$ cat src/rtl/axi_lite_initiator.sv
`default_nettype none
// ============================================================================
// Module : axi_lite_initiator
// Single-outstanding AXI-lite master behind a valid/ready command/response port.
// Rev    : 1.0
// ============================================================================
module axi_lite_initiator #(
  parameter int ADDRESS_WIDTH = 11,
  parameter int TIMEOUT       = 1024
) (
  input  logic                     clk_i,
  input  logic                     reset_ni,
  input  logic                     cmd_valid_i,
  input  logic                     cmd_write_i,
  input  logic [ADDRESS_WIDTH-1:0] cmd_addr_i,
  input  logic [31:0]              cmd_wdata_i,
  output logic                     cmd_ready_o,
  output logic                     rsp_valid_o,
  output logic [31:0]              rsp_rdata_o,
  output logic [1:0]               rsp_resp_o,
  output logic                     rsp_timeout_o,
  input  logic                     rsp_ready_i,
  output logic                     busy_o,
  output logic [ADDRESS_WIDTH-1:0] m_axi_awaddr,
  output logic                     m_axi_awvalid,
  input  logic                     m_axi_awready,
  output logic [31:0]              m_axi_wdata,
  output logic [3:0]               m_axi_wstrb,
  output logic                     m_axi_wvalid,
  input  logic                     m_axi_wready,
  input  logic [1:0]               m_axi_bresp,
  input  logic                     m_axi_bvalid,
  output logic                     m_axi_bready,
  output logic [ADDRESS_WIDTH-1:0] m_axi_araddr,
  output logic                     m_axi_arvalid,
  input  logic                     m_axi_arready,
  input  logic [31:0]              m_axi_rdata,
  input  logic [1:0]               m_axi_rresp,
  input  logic                     m_axi_rvalid,
  output logic                     m_axi_rready
);

  localparam int            CW      = (TIMEOUT > 1) ? $clog2(TIMEOUT) : 1;
  localparam logic [CW-1:0] CNT_MAX = (TIMEOUT > 0) ? CW'(TIMEOUT - 1) : '0;

  typedef enum logic [2:0] {
    IDLE    = 3'd0,
    WR_REQ  = 3'd1,
    WR_RESP = 3'd2,
    RD_REQ  = 3'd3,
    RD_RESP = 3'd4,
    RSP     = 3'd5
  } state_t;

  state_t                   state_q,       state_d;
  logic [ADDRESS_WIDTH-1:0] addr_q,        addr_d;
  logic [31:0]              wdata_q,       wdata_d;
  logic                     awvalid_q,     awvalid_d;
  logic                     wvalid_q,      wvalid_d;
  logic                     arvalid_q,     arvalid_d;
  logic                     aw_done_q,     aw_done_d;
  logic                     w_done_q,      w_done_d;
  logic [CW-1:0]            cnt_q,         cnt_d;
  logic [31:0]              rsp_rdata_q,   rsp_rdata_d;
  logic [1:0]               rsp_resp_q,    rsp_resp_d;
  logic                     rsp_timeout_q, rsp_timeout_d;
  logic                     w_expired;

  assign w_expired = (TIMEOUT > 0) && (cnt_q == CNT_MAX);

  always_comb begin
    state_d       = state_q;
    addr_d        = addr_q;
    wdata_d       = wdata_q;
    awvalid_d     = awvalid_q;
    wvalid_d      = wvalid_q;
    arvalid_d     = arvalid_q;
    aw_done_d     = aw_done_q;
    w_done_d      = w_done_q;
    cnt_d         = cnt_q;
    rsp_rdata_d   = rsp_rdata_q;
    rsp_resp_d    = rsp_resp_q;
    rsp_timeout_d = rsp_timeout_q;
    case (state_q)
      IDLE: begin
        if (cmd_valid_i) begin
          addr_d  = cmd_addr_i;
          wdata_d = cmd_wdata_i;
          if (cmd_write_i) begin
            state_d   = WR_REQ;
            awvalid_d = 1'b1;
            wvalid_d  = 1'b1;
            aw_done_d = 1'b0;
            w_done_d  = 1'b0;
          end else begin
            state_d   = RD_REQ;
            arvalid_d = 1'b1;
          end
        end
      end
      WR_REQ: begin
        // AW and W complete independently; leave only once both are done.
        if (awvalid_q && m_axi_awready) begin
          awvalid_d = 1'b0;
          aw_done_d = 1'b1;
        end
        if (wvalid_q && m_axi_wready) begin
          wvalid_d = 1'b0;
          w_done_d = 1'b1;
        end
        if (aw_done_q && w_done_q) begin
          state_d = WR_RESP;
          cnt_d   = '0;
        end
      end
      WR_RESP: begin
        if (m_axi_bvalid) begin
          state_d       = RSP;
          rsp_resp_d    = m_axi_bresp;
          rsp_rdata_d   = '0;
          rsp_timeout_d = 1'b0;
        end else if (w_expired) begin
          state_d       = RSP;
          rsp_resp_d    = 2'b10;
          rsp_rdata_d   = '0;
          rsp_timeout_d = 1'b1;
        end else begin
          cnt_d = cnt_q + CW'(1);
        end
      end
      RD_REQ: begin
        if (m_axi_arready) begin
          state_d   = RD_RESP;
          arvalid_d = 1'b0;
          cnt_d     = '0;
        end
      end
      RD_RESP: begin
        if (m_axi_rvalid) begin
          state_d       = RSP;
          rsp_resp_d    = m_axi_rresp;
          rsp_rdata_d   = m_axi_rdata;
          rsp_timeout_d = 1'b0;
        end else if (w_expired) begin
          state_d       = RSP;
          rsp_resp_d    = 2'b10;
          rsp_rdata_d   = '0;
          rsp_timeout_d = 1'b1;
        end else begin
          cnt_d = cnt_q + CW'(1);
        end
      end
      RSP: begin
        if (rsp_ready_i) state_d = IDLE;
      end
      default: state_d = IDLE;
    endcase
  end

  always_ff @(posedge clk_i or negedge reset_ni) begin
    if (!reset_ni) begin
      state_q       <= IDLE;
      addr_q        <= '0;
      wdata_q       <= '0;
      awvalid_q     <= 1'b0;
      wvalid_q      <= 1'b0;
      arvalid_q     <= 1'b0;
      aw_done_q     <= 1'b0;
      w_done_q      <= 1'b0;
      cnt_q         <= '0;
      rsp_rdata_q   <= '0;
      rsp_resp_q    <= '0;
      rsp_timeout_q <= 1'b0;
    end else begin
      state_q       <= state_d;
      addr_q        <= addr_d;
      wdata_q       <= wdata_d;
      awvalid_q     <= awvalid_d;
      wvalid_q      <= wvalid_d;
      arvalid_q     <= arvalid_d;
      aw_done_q     <= aw_done_d;
      w_done_q      <= w_done_d;
      cnt_q         <= cnt_d;
      rsp_rdata_q   <= rsp_rdata_d;
      rsp_resp_q    <= rsp_resp_d;
      rsp_timeout_q <= rsp_timeout_d;
    end
  end

  // Handshake strobes are pure decodes of the registered state.
  assign cmd_ready_o   = (state_q == IDLE);
  assign busy_o        = (state_q != IDLE);
  assign m_axi_bready  = (state_q == WR_RESP);
  assign m_axi_rready  = (state_q == RD_RESP);
  assign rsp_valid_o   = (state_q == RSP);
  assign rsp_rdata_o   = rsp_rdata_q;
  assign rsp_resp_o    = rsp_resp_q;
  assign rsp_timeout_o = rsp_timeout_q;
  assign m_axi_awaddr  = addr_q;
  assign m_axi_araddr  = addr_q;
  assign m_axi_wdata   = wdata_q;
  assign m_axi_wstrb   = 4'hF;
  assign m_axi_awvalid = awvalid_q;
  assign m_axi_wvalid  = wvalid_q;
  assign m_axi_arvalid = arvalid_q;

endmodule
`default_nettype wire

$ cat config.mk
export PLATFORM = sky130hd
export DESIGN_NAME = axi_lite_initiator
export DESIGN_NICKNAME = d
export VERILOG_FILES = /design/src/rtl/axi_lite_initiator.sv
export SDC_FILE = /design/constraint.sdc
export NUM_CORES = 1
export LEC_CHECK = 0
export ABC_AREA = 1
export CAP_MARGIN = 5
export CORE_ASPECT_RATIO = 1.75
export CORE_MARGIN = 2
export CORE_UTILIZATION = 40
export CTS_BUF_LIST = sky130_fd_sc_hd__clkbuf_4 sky130_fd_sc_hd__clkbuf_8 sky130_fd_sc_hd__clkbuf_16
export DETAILED_ROUTE_END_ITERATION = 8
export GPL_ROUTABILITY_DRIVEN = 1
export GPL_TIMING_DRIVEN = 0
export PLACE_DENSITY = 0.81
export SYNTH_ARGS = -nofsm -noshare
export SYNTH_HDL_FRONTEND = slang
export SYNTH_SLANG_ARGS = --single-unit
$ cat constraint.sdc
create_clock -name clk_i -period 1.6 [get_ports clk_i]
set_clock_uncertainty 0.1 [all_clocks]
set_input_delay 0.16 -clock clk_i [delete_from_list [all_inputs] [get_ports clk_i]]
set_output_delay 0.16 -clock clk_i [all_outputs]
set_load 0.005 [all_outputs]
# --- Yosys cells after proc, flatten, opt, wreduce, memory -nomap -nowiden ---
# Index checks and enable logic that the tools add are counted.
totals:
  reg_bits: 96
  romBits: 0
  elab_cells: 87
  out_inout_bits: 101
  latch_bits: 0
  ramBits: 0
  memories: 0
classes:
  n_shift: 0
  n_mul: 0
  bitwise: 0
  mux: 43
  n_reduce_logical: 15
  addsub: 1
  eq_ne: 16
  div_mod_pow: 0
  magnitude_cmp: 0
op_table:
  columns: ["operator", "count"]
  rows:
  - ["$mux 32", 3]
  - ["$pmux 32 s2", 1]
  - ["$mux 10", 5]
  - ["$pmux 10 s4", 1]
  - ["$mux 3", 7]
  - ["$ne 2x2->1 const B", 9]
  - ["$pmux 3 s6", 1]
  - ["$reduce_and 4->1", 4]
  - ["$mux 1", 14]
  - ["$pmux 1 s2", 6]
  - ["$add 10x1->10 const B", 1]
  - ["$eq 10x10->1 const B", 1]
  - ["$mux 2", 4]
  - ["$eq 3x2->1 const B", 2]
  - ["$eq 3x3->1 const B", 2]
  - ["$reduce_bool 2->1", 3]
  - ["$reduce_and 5->1", 1]
  - ["$pmux 2 s2", 1]
  - ["$reduce_bool 4->1", 1]
  - ["$eq 3x1->1 const B", 1]
  - ["$logic_and 1x1->1", 3]
  - ["$logic_not 3->1", 1]
  - ["$reduce_bool 3->1", 1]
  - ["$ne 2x1->1 const B", 1]
  - ["$reduce_and 2->1", 1]

# --- Longest topological paths before layout ---
logic_depth:
  ltp_word: 4
  mapped_depth: 11
  depth_no_buf: 11

# --- Worst setup path after synthesis ---
# No wires, ideal clock.
synth_path:
  path_kind: "register to register"
  start: "reg cnt_q[0]"
  end: "reg rsp_rdata_q[7] (netlist: rsp_rdata_o[7])"
  path_buffers: 1
  setup_ns: 0.124
  required_time_ns: 1.376
  path_stages_with_launch: 10
  t_arrival_ns: 1.450
  path_slack_ns: -0.074
  synth_period_minus_slack_ns: 1.674
  cell_sequence: "dfrtp_1 ha_1 nand2_1 nor2_2 nand3_1 buf_2 nand2_1 nand2_1 o211ai_1 nand2_1"
synth_via:
  elab_chain_cells: 4
synth_lines:
  columns: ["element", "line", "text"]
  rows:
  - ["from (decl)", "63", "logic [CW-1:0] cnt_q, cnt_d;"]
  - ["from (signal assigned)", "183", "cnt_q <= cnt_d;"]
  - ["$eq 10x10->1 (*)", "69", "assign w_expired = (TIMEOUT > 0) && (cnt_q == CNT_MAX);"]
  - ["$mux 32 (*)", null, null]
  - ["$mux 32 (on tied branches)", null, null]
  - ["$pmux 32 s2 (*)", null, null]
  - ["to (signal assigned)", "184", "rsp_rdata_q <= rsp_rdata_d;"]
  - ["to (decl)", "64", "logic [31:0] rsp_rdata_q, rsp_rdata_d;"]
# Mark *: on every way between the ends. The rest lies on a longest branch, timed or not.
# A chain may end at the register's enable or synchronous reset.

# --- Worst setup path after layout ---
layout_path:
  start: "reg state_q[1]"
  end: "reg addr_q[8] (netlist: m_axi_araddr[8])"
layout_via:
  elab_chain_cells: 2
layout_lines:
  columns: ["element", "line", "text"]
  rows:
  - ["from (decl)", "55", "state_t state_q, state_d;"]
  - ["from (signal assigned)", "175", "state_q <= state_d;"]
  - ["$logic_not 3->1", "84", "case (state_q)"]
  - ["$reduce_and 2->1 (no source line)", null, null]
  - ["to (signal assigned)", "176", "addr_q <= addr_d;"]
  - ["to (decl)", "56", "logic [ADDRESS_WIDTH-1:0] addr_q, addr_d;"]
# No other way between the ends.

==> flow_summary.ini <==
[run_status]
status = complete, but fails checks
violations = setup timing

[hold_path]
hp-class = primary input to asynchronous set/reset pin

[floorplan]
pin_count = 190
start_util_pct = 40.6
fp-row-count = 53
dieArea_mm2 = 0.0130
fp.coreArea_mm2 = 0.0119
dieHeight_um = 149
die_w_um = 87

[pwr]
powerDensity_mw_per_mm2 = 1610
p_leak_nw = 3.73
ir_drop_mv = 0.730

[cts]
cts_tree = yes
clock_sinks = 96
clk_path_buf_depth = 2
h-tree-depth = 3
cts-root-buf = clkbuf_16
insertion_delay_ns = 0.35
cts_buffers = 9
clk_transition_reported_paths_ns = 0.07

[worst_setup_path]
r2r-start = state_q[1]
worst_setup_path_end_kind = flip-flop
cp_num_buf_inv = 4
critPathLaunch = state_q[1]
reg2reg_slack_ns = -0.16
path_common_cell = buf_6
critical_path_class = flip-flop to flip-flop
slowest_stage = dfrtp_1
critical-path-max-stage-delay_ns = 0.40
critPathArrivalTime_ns = 1.89
cp_cell_sequence = buf_6 > nor2_8 > buf_6 > nand2_4 > inv_6 > nand2_8 > buf_12 > mux2_4
path_max_fanout = 10
cp_top_family = buffers and inverters
worstSetupStartpointType = flip-flop
cp.required_ns = 1.73

[synthesis]
syn_area_mm2 = 0.00482
syn_inst = 506
ys_warn_count = 0
syn_avg_cell_area_um2 = 9.53
ys_seq_area_share_pct = 49.8
ys_ff_latch = 96
yosysUniqueCellTypes = 35

[layout]
final_cells = 893
fillers = 836
num_antenna_cells = 0
nets = 841
layout-drive-gt1-share_pct = 31.3
synthToLayoutAreaGrowth_pct = 68.2

[grt]
overflow = 0
grt.total_usage_pct = 22.6
grt_max_degree = 75
antenna_found_initial = 0
grt_pass1_vias = 4748
grt_pass1_wl_um = 23100

[drt]
drtAntennaViolNets = 0
firstDrtPassIters = 6
wirelength_um = 15600
drtIter0Drc = 160
via_per_inst = 5.18
route.detailed.drc = 0
wl_per_cell_um = 17.5
dr_total_vias = 4626

[timing]
final-setup-viol-count = 94
drv_slew = 0
fin_tns_setup_ns = -10.05
period_needed_ns = 1.76
timing.final.ws_setup_ns = -0.159
clock.fmax_mhz = 569
finalCritPeriodShare_pct = 110
rsz0062_at_grt = yes
hold_viol_final = 0

[run]
maxCapViolCount = 0

[placed_design]
dp_cells = 832
place_congestion = 0.895
io_buffers = 185
place_hpwl_um = 10300
path summary, 6_finish.rpt:
kind | to | depth (start not counted)
max in group asynchronous | cnt_q[0] | 3
min in group clk_i | state_q[2] | 4
min reg2reg | rsp_resp_o[0] | 2
max | m_axi_araddr[8] | 8
min | m_axi_wdata[3] | 2
max reg2reg | m_axi_araddr[8] | 8
cell families after synthesis:
| kind of cell | share of synthesized area, % |
|---|---|
| muxes | 10.8 |
| DFF | 49.8 |
| buffers and inverters | 7.94 |
| and+or+nand+nor | 18.4 |
| AOI/OAI and AO/OA | 12.1 |
| adders and majority gates | 0.259 |
| other | 0.0778 |
| xor gates and xnor gates | 0.545 |
metal layers:
| metal | GRT usage [%] | up-vias | routed length (um) |
|---|---|---|---|
| li1 | - | 2160 | - |
| met2 | 41.2 | 188 | 8620 |
| met4 | 9.45 | 0 | 463 |
| met3 | 4.54 | 34 | 857 |
| met5 | 0 | - | 0 |
| met1 | 24.8 | 2244 | 5650 |
Yosys cell counts (all sizes together):
master	count	area share, %
xor2	2	0.36
a21oi	2	0.21
nand2	142	12
buf	34	5.4
dfrtp	96	50
a31oi	1	0.13
xnor2	1	0.18
inv	28	2.2
mux2	43	11
a21boi	24	3.7
ha	1	0.26
o21bai	1	0.16
o211ai	10	1.6
conb	1	0.078
nand4	8	1.0
nand3	21	2.7
clkbuf	4	0.31
o21ai	59	6.4
nor2	24	2.5
nor3	4	0.52
cell usage in the layout (no fill, tap or decap), types with 9 or more instances in the layout:
cell type	n
o21ai_2	23
o21ai_1	28
buf_4	48
a21boi_0	14
a21boi_1	9
o211ai_1	10
nand3_1	14
clkdlybuf4s50_1	170
buf_6	20
clkbuf_16	13
mux2_4	13
nor2_1	15
nand2_2	15
dfrtp_1	89
mux2_2	30
nand2_1	118
inv_1	20
timing repair:
item                                    4_1_cts  5_1_grt
setup buffers                                22       17
endpoints found under the hold margin        22        0
resized for setup                           131       80
gates cloned                                  4        1
pin swaps                                    19       37
hold buffers                                  1        0
endpoints found under the setup margin       98      105
sequential cells by signal, summed over array words and instances, names as in the netlist, 2 cells and up:
register / flops
rsp_resp_o: 2
m_axi_araddr: 11
rsp_rdata_o: 32
state_q: 3
cnt_q: 10
m_axi_wdata: 32
power breakdown:
part	switching (mW)	total (mW)	leakage [nW]	internal (mW)
Sequential	0.551	3.80	1.21	3.25
Clock	1.02	2.11	0.140	1.09
Combinational	3.03	7.12	2.38	4.09
Total	4.60	13.0	3.73	8.42
layout make-up:
class / count / area (um^2) / share of cell area, %
tap: 137 / 171 / 2.11
sequential: 96 / 2410 / 29.7
timing repair buffer: 230 / 2310 / 28.5
inverter: 28 / 118 / 1.45
multi-input combinational: 348 / 2400 / 29.6
buffer: 38 / 410 / 5.06
clock inverter: 7 / 61.3 / 0.756
clock buffer: 9 / 225 / 2.78
stage by stage:
step | util (%) | cell area [um^2] | power [mW] | hold slack, ns | worst slack, ns
3_3_place_gp | 57.9 | 6880 | 9.09 | 0.377 | -3.21
6_report | 68.3 | 8110 | 13.0 | 0.157 | -0.159
4_1_cts | 64.9 | 7700 | 12.2 | 0.159 | -0.0791
2_1_floorplan | - | 4850 | 6.52 | -0.236 | -0.0124
5_1_grt | 68.3 | 8110 | 13.7 | 0.195 | -0.215
3_5_place_dp | 58.1 | 6900 | 9.34 | -0.0163 | -0.400
Power figures use the tool's default switching activity.
==> RTL change, RTL diff (same settings) <==
Make the reset (`reset_ni`) synchronous in one clocked block.
--- a/src/rtl/axi_lite_initiator.sv
+++ b/src/rtl/axi_lite_initiator.sv
@@ -157,7 +157,7 @@
     endcase
   end
 
-  always_ff @(posedge clk_i or negedge reset_ni) begin
+  always_ff @(posedge clk_i) begin
     if (!reset_ni) begin
       state_q       <= IDLE;
       addr_q        <= '0;
Function: differs if reset_ni is asserted again (counterexample within 4 cycles, from zero or initial values and one cycle with reset_ni low); with reset_ni held inactive, the same outputs for 10 cycles.
==> RTL change against the original RTL <==
The run still ends with setup timing left; design area is 14% lower; total power is 29% lower; count of clock-buffer cells in the layout is 2 higher; area after synthesis is 15% lower; sequential cell count stayed put; wire length is 6.8% lower; worst setup slack better by 0.067 ns; sequential share of layout area is 1.7 points lower; critical path type unchanged; largest power group unchanged; highest routed layer unchanged.
==> RTL change: results (changes against the original RTL) <==
stage,metric,value,unit,change
critical_path,biggest cell delay along the critical path,0.36,ns,-0.04 ns
drt,Iter 0 DRT Violations,242,,+51%
critical_path,CP max stage cell,dfxtp_4,,
run_status,status,"finished, violations left",,
global_route,vias in the first global route,4685,,-1.3%
logic_synthesis,mux cell area share after synthesis,0,,-0.108
clocking,setup bufs post-CTS,21,,-4.5%
run_status,failing checks,setup timing,,
critical_path,reg2reg start,state_q[2],,
critical_path,Crit path arrival time,1.79,ns,-0.10 ns
logic_synthesis,sequential share of the synthesized area,0.470,,-0.0282
finish,Final nets,883,,+5.0%
global_route,first-pass GRT wire length,21400,µm,-7.1%
timing,PnR worst setup slack,-0.0915,ns,+0.0671 ns
logic_synthesis,Post-synth top cells,"nand2_1 (182), dfxtp_1 (96), a21oi_1 (95)",,
global_route,GRT Util Overall,0.248,,+0.0223
clocking,CTS resizes,83,,-37%
critical_path,worst-path maximum fanout,7,,-3
hold_path,worst hold path class,primary input to flop,,
finish,Fill cells,748,,-11%
critical_path,Reg-to-Reg End,rsp_rdata_o[6],,
timing,endpoints failing setup,38,,-60%
drt,first drt pass iteration count,5,,-1
logic_synthesis,ys async rst share,0,,-1.00
pwr,Pint,6040,µW,-28%
logic_synthesis,complex-gate fraction of the synthesized area,0.131,,+0.00984
finish,layout cells sized above 1,0.189,,-0.124
placed_design,RD Place Congestion,0.828,,-7.6%
pwr,P_leak,0.00262,µW,-30%
logic_synthesis,Netlist cell types,26,,-26%
logic_synthesis,synth top area cells,"dfxtp_1 (47%), nand2_1 (17%), a21oi_1 (12%), nand3_1 (7.5%), buf_4 (3.3%)",,
drt,average routed wire per standard cell,15.8,µm,-9.7%
==> RTL change: metrics by stage <==
| stage | util | hold slack [ns] | setup TNS (ns) | worst slack [ns] | area [µm²] |
|---|---|---|---|---|---|
| 3_5_place_dp | 0.617 | 0.350 | -14.32 | -0.327 | 6110 |
| 2_1_floorplan | - | 0.185 | 0 | 0.0178 | 4110 |
| 3_3_place_gp | 0.617 | 0.341 | -12.07 | -0.302 | 6110 |
| 6_report | 0.702 | 0.223 | -2.33 | -0.0915 | 6950 |
| 5_1_grt | 0.702 | 0.261 | -4.76 | -0.155 | 6950 |
| 4_1_cts | 0.688 | 0.216 | -0.819 | -0.0544 | 6820 |
==> RTL change: cells by family after synthesis <==
family                   count (synthesis)
buffers and inverters                   75
XOR/XNOR                                 3
AO/OA/AOI/OAI                          107
adder cells (fa/ha/maj)                  1
other                                    1
AND/OR/NAND/NOR                        287
flip-flops                              96
==> RTL change: worst max-delay path by stage <==
| stage | from | to | slack, ns | depth (start not counted) |
|---|---|---|---|---|
| 2_1_floorplan | cnt_q[1] | rsp_rdata_o[0] | 0.02 | 9 |
| 3_3_place_gp | state_q[0] | cmd_ready_o | -0.30 | 6 |
| 3_5_place_dp | state_q[1] | cmd_ready_o | -0.33 | 6 |
| 4_1_cts | state_q[1] | rsp_rdata_o[5] | -0.05 | 11 |
| 5_1_grt | state_q[0] | state_q[2] | -0.16 | 10 |
| 6_report | state_q[2] | rsp_rdata_o[6] | -0.09 | 11 |
==> RTL change: routing by layer <==
layer | track usage | vias up | routed length [µm]
met4 | 0.154 | 0 | 520
met1 | 0.237 | 2204 | 5050
met3 | 0.0452 | 43 | 925
met5 | 0 | - | 0
li1 | - | 2284 | -
met2 | 0.474 | 215 | 8030
==> RTL change: power groups by stage <==
| stage | Combinational, µW | Clock, µW | Sequential (µW) |
|---|---|---|---|
| after detailed placement | 3080 | 0 | 2950 |
| after global routing | 4400 | 2330 | 3000 |
| after global placement | 3010 | 0 | 2930 |
| after CTS | 3770 | 2230 | 2950 |
| final | 4110 | 2200 | 2960 |
| after floorplan | 1650 | 0 | 2950 |
==> RTL change: worst max-delay path, delay by kind of cell, from the launching register on <==
| family | cells | cell delay, ns |
|---|---|---|
| buffers and inverters | 3 | 0.41 |
| flip-flops | 1 | 0.36 |
| AO/OA/AOI/OAI | 1 | 0.06 |
| AND/OR/NAND/NOR | 7 | 0.63 |
==> RTL change: layout make-up <==
| class | count | area share |
|---|---|---|
| Buffer | 45 | 0.0428 |
| Clock buffer | 11 | 0.0364 |
| Clock inverter | 4 | 0.00774 |
| Inverter | 28 | 0.0173 |
| Multi-Input combinational cell | 402 | 0.294 |
| Sequential cell | 96 | 0.280 |
| Tap cell | 125 | 0.0225 |
| Timing Repair Buffer | 211 | 0.299 |
